### config.mk
export PLATFORM = sky130hd
export DESIGN_NAME = sr_nl_ce
export DESIGN_NICKNAME = d
export VERILOG_FILES = /design/src/rtl/sr_nl_ce_pkg.sv /design/src/rtl/sr_nl_ce_vote3.sv /design/src/rtl/sr_nl_ce.sv
export SDC_FILE = /design/constraint.sdc
export NUM_CORES = 1
export LEC_CHECK = 0
export BUFFER_PORTS_ARGS = -buffer_cell sky130_fd_sc_hd__buf_4
export CORE_MARGIN = 3
export CORE_UTILIZATION = 39
export DETAILED_ROUTE_END_ITERATION = 8
export GPL_ROUTABILITY_DRIVEN = 1
export PLACE_DENSITY = 0.7
export SKIP_CTS_REPAIR_TIMING = 1
export SLEW_MARGIN = 40
export SYNTH_ARGS = -nofsm -noshare
export SYNTH_HDL_FRONTEND = slang
export SYNTH_HIERARCHICAL = 1
export SYNTH_SLANG_ARGS = --single-unit
### constraint.sdc
create_clock -name C -period 0.9 [get_ports C]
set_clock_uncertainty 0.2 [all_clocks]
set_input_delay 0.27 -clock C [delete_from_list [all_inputs] [get_ports C]]
set_output_delay 0.27 -clock C [all_outputs]
set_load 0.03 [all_outputs]
### src/rtl/sr_nl_ce_pkg.sv
`timescale 1ns/1ps
// Shared constants and operation decode for the sr_nl_ce shift register.
// Direction and redundancy selectors are plain ints so they can feed module parameters.
package sr_nl_ce_pkg;

  localparam int SHIFT_LEFT  = 1;
  localparam int SHIFT_RIGHT = 0;
  localparam int TMR_OFF     = 0;
  localparam int TMR_ON      = 1;

  typedef enum logic [1:0] {
    OP_HOLD  = 2'd0,
    OP_LOAD  = 2'd1,
    OP_SHIFT = 2'd2
  } op_e;

  // Load wins over shift; nothing happens without the clock enable.
  function automatic op_e decode_op(input logic ce, input logic l);
    if (!ce) return OP_HOLD;
    if (l) return OP_LOAD;
    return OP_SHIFT;
  endfunction

endpackage

### src/rtl/sr_nl_ce_vote3.sv
`timescale 1ns/1ps
// Bitwise 2-of-3 majority voter used to merge the redundant register copies.
// Purely combinational, zero latency, no flow control.
module tmr_vote3 #(
  parameter int Width = 16
) (
  input  logic [Width-1:0] i_a,
  input  logic [Width-1:0] i_b,
  input  logic [Width-1:0] i_c,
  output logic [Width-1:0] o_y
);

  assign o_y = (i_a & i_b) | (i_a & i_c) | (i_b & i_c);

endmodule

### src/rtl/sr_nl_ce.sv
`timescale 1ns/1ps
// Loadable shift register with clock enable and optional triple-redundant storage; Q updates one C edge after inputs are sampled.
// Async CLR clears all copies; no backpressure. Define SR_NL_CE_ASSERT_EN for simulation checks.
module sr_nl_ce
  import sr_nl_ce_pkg::*;
#(
  parameter int Width = 16,
  parameter int Left  = SHIFT_LEFT,
  parameter int TMR   = TMR_OFF
) (
  input  logic             C,
  input  logic             CLR,
  input  logic             CE,
  input  logic             L,
  input  logic             SI,
  input  logic [Width-1:0] D,
  output logic [Width-1:0] Q
);

  op_e w_op;
  assign w_op = decode_op(CE, L);

  // Each copy advances from its own value, so a corrupted copy stays wrong until a load.
  function automatic logic [Width-1:0] f_next(input logic [Width-1:0] cur, input op_e op,
                                              input logic si, input logic [Width-1:0] d);
    logic [Width-1:0] nxt;
    nxt = cur;
    unique case (op)
      OP_LOAD:  nxt = d;
      OP_SHIFT: nxt = (Left == SHIFT_LEFT) ? ((cur << 1) | Width'(si))
                                           : ((cur >> 1) | (Width'(si) << (Width - 1)));
      default:  nxt = cur;
    endcase
    return nxt;
  endfunction

  if (TMR == TMR_ON) begin : g_tmr
    (* keep = "true", dont_touch = "true", syn_preserve = 1 *) logic [Width-1:0] r0;
    (* keep = "true", dont_touch = "true", syn_preserve = 1 *) logic [Width-1:0] r1;
    (* keep = "true", dont_touch = "true", syn_preserve = 1 *) logic [Width-1:0] r2;
    logic [Width-1:0] w_vote;

    always_ff @(posedge C or posedge CLR) begin
      if (CLR) begin
        r0 <= '0;
        r1 <= '0;
        r2 <= '0;
      end else begin
        r0 <= f_next(r0, w_op, SI, D);
        r1 <= f_next(r1, w_op, SI, D);
        r2 <= f_next(r2, w_op, SI, D);
      end
    end

    tmr_vote3 #(.Width(Width)) u_vote (
      .i_a (r0),
      .i_b (r1),
      .i_c (r2),
      .o_y (w_vote)
    );
    assign Q = w_vote;

`ifdef SR_NL_CE_ASSERT_EN
    always @(posedge C) begin
      if (!CLR && (r0 !== r1 || r1 !== r2))
        $warning("sr_nl_ce: redundant copies disagree r0=%h r1=%h r2=%h", r0, r1, r2);
    end
`endif
  end else begin : g_single
    logic [Width-1:0] r_q;

    always_ff @(posedge C or posedge CLR) begin
      if (CLR) r_q <= '0;
      else     r_q <= f_next(r_q, w_op, SI, D);
    end
    assign Q = r_q;
  end

`ifdef SR_NL_CE_ASSERT_EN
  always @(posedge C) begin
    if (Width < 1 || Width > 64)
      $error("sr_nl_ce: Width=%0d outside 1..64", Width);
    if ((Left != SHIFT_LEFT && Left != SHIFT_RIGHT) || (TMR != TMR_OFF && TMR != TMR_ON))
      $error("sr_nl_ce: illegal Left=%0d or TMR=%0d", Left, TMR);
    if (!CLR && $isunknown({CE, L, SI}))
      $error("sr_nl_ce: unknown control CE=%b L=%b SI=%b", CE, L, SI);
  end
`endif

endmodule

==> out/qor.txt <==
Post-Place Setup Slack - -0.284 ns
Residual DRC - 0
WL final - 1700 µm
max reg flops - 16
fmax - 754 MHz
CP cell instances - buf_6
Num CTS Buffers - 3
Slew HR - 0.772
die area - 2480 µm²
synthesized area - 749 µm²
Lkg Pwr - 0.564 nW
CTS tree - built
most frequent cells in the layout - 22 x buf_4, 19 x buf_6, 15 x dfrtp_2, 15 x mux2i_1, 14 x a21oi_1
setup violators final - 31
vias post-DR - 636
Hold Violations, Final - 0
nets - 134
antenna cell count - 0
slowest stage delay, CP - 0.44 ns
Post-Syn Nets - 91
largest net degree at the start of global routing - 33
cell family with most CP delay - flip-flops
Core Rows - 15
most common cell after layout, fill and taps aside - buf_4
H-tree depth - 1
Hold Path Class - primary input to register
initial drt markers - 1
setup TNS - -7.98 ns
Reg clk slew, reported paths - 0.09 ns
Buf+Inv Stages, Crit Path - 1
Design Area, Final - 1220 µm²
overall routing resource usage - 0.140
Via density - 4.64
failing checks - setup timing
Pre-antenna DRT Iters - 3
fin. max-slew vios - 0
wire length of the first global-routing pass - 2680 µm
mux share of post-synthesis cell area - 0.214
Synth Area in XOR/XNOR - 0
synth unique cells - 9
CP max FO - 3
max-cap viol count - 0
ANT nets after route - 0
share of cells above drive strength 1 - 0.589
pwr dens - 1680 nW/µm²
Worst Setup End Kind - output port
CP arrival - 0.86 ns
Period minus WS final - 1.33 ns
Core ar. - 1760 µm²
period utilization - 1.47
vias in the first global route - 592
Synth Area in Simple Gates - 0.0801
clk sinks - 16
Hold WS - 0.0658 ns
initial antenna violation count - 0
remaining global-route overflow - 0
DP Area - 1040 µm²
largest family of logic cells by synthesized area - multiplexers
io pins - 37
Slowest cell on crit path - dfrtp_2
syn avg cell area - 10.7 µm²
Synth Area in Adders - 0
CP Class - register to output port
Root Buffer Master - clkbuf_4
clk buf depth - 2
Area growth, synth to finish - 62.6%
starting density of the core - 0.425
DP HPWL - 1190 µm
worst skew pair latency - 0.28 ns
Worst Tran Pin Value - 0.343 ns
sequential share of the synthesized area - 0.534
VDD IR max - 1.03 mV
IO Port Bufs - 36
routed len/inst - 12.4 µm
Tot Pwr - 0.00205 W
die width - 49.8 µm
yosys warns - 6
WP data required - 0.43 ns
Die Ht - 49.8 µm
Compound-Gate Fraction of Synth Area - 0.107
status - complete, but fails checks
post-route setup slack - -0.426 ns
Syn Inst Count - 70
RSZ-0062 raised after global routing - yes
Placer Congestion - 0.716
Setup crit start kind - register
number of synthesized register bits - 16
layer usage:
metal | vias up | share of wire | routed length [µm] | GRT usage
met3 | 2 | 0.049 | 84 | 0.0393
li1 | 320 | - | - | -
met4 | 0 | 0.0082 | 14 | 0.0553
met1 | 297 | 0.45 | 764 | 0.175
met2 | 17 | 0.49 | 838 | 0.227
met5 | - | 0 | 0 | 0
layout make-up:
cell class | count | area, µm²
well taps | 25 | 31.3
inverters | 1 | 3.75
multi-input cells | 48 | 329
clock buffers | 4 | 26.3
fillers | 156 | 546
flip-flops and latches | 16 | 419
repair buffers | 43 | 409
metrics by stage:
stage / utilization / std cells
3_5_place_dp: 0.592 / 127
6_report: 0.691 / 137
5_1_grt: 0.691 / 137
3_3_place_gp: 0.592 / 127
4_1_cts: 0.607 / 131
2_1_floorplan: - / 70
cell usage after synthesis:
library cell / number / share of area
buf_2: 2 / 0.013
dfrtp_1: 16 / 0.53
buf_12: 1 / 0.027
buf_6: 1 / 0.015
mux2i_1: 16 / 0.21
clkbuf_1: 1 / 0.0050
inv_1: 1 / 0.0050
a21oi_1: 16 / 0.11
nor2_1: 16 / 0.080
final timing paths:
check / endpoint / slack [ns] / depth (start not counted) / startpoint
hold / removal: Q[0]$_DFFE_PP0P_ / 0.07 / 3 / SI
hold reg to reg: Q[12]$_DFFE_PP0P_ / 0.36 / 2 / Q[12]$_DFFE_PP0P_
max in group asynchronous: Q[7]$_DFFE_PP0P_ / 0.02 / 4 / CLR
setup / recovery: Q[1] / -0.43 / 1 / Q[1]$_DFFE_PP0P_
min in group asynchronous: Q[4]$_DFFE_PP0P_ / 0.35 / 4 / CLR
setup reg to reg: Q[8]$_DFFE_PP0P_ / -0.21 / 3 / Q[7]$_DFFE_PP0P_
report_power, final:
part           switching [W]  leakage [nW]  internal, W
registers          0.0000879         0.163     0.000827
clock network       0.000211        0.0150     0.000172
logic               0.000375         0.386     0.000374
cells by family after synthesis:
group	after synthesis
mux	16
compound gates	16
simple gates	16
buf+inv	6
flops	16
tightest hold or removal path: stages:
cell and delay (ns):
buf_4 0.08, mux2i_1 0.05, a21oi_1 0.11
(Power assumes the default switching activity.)
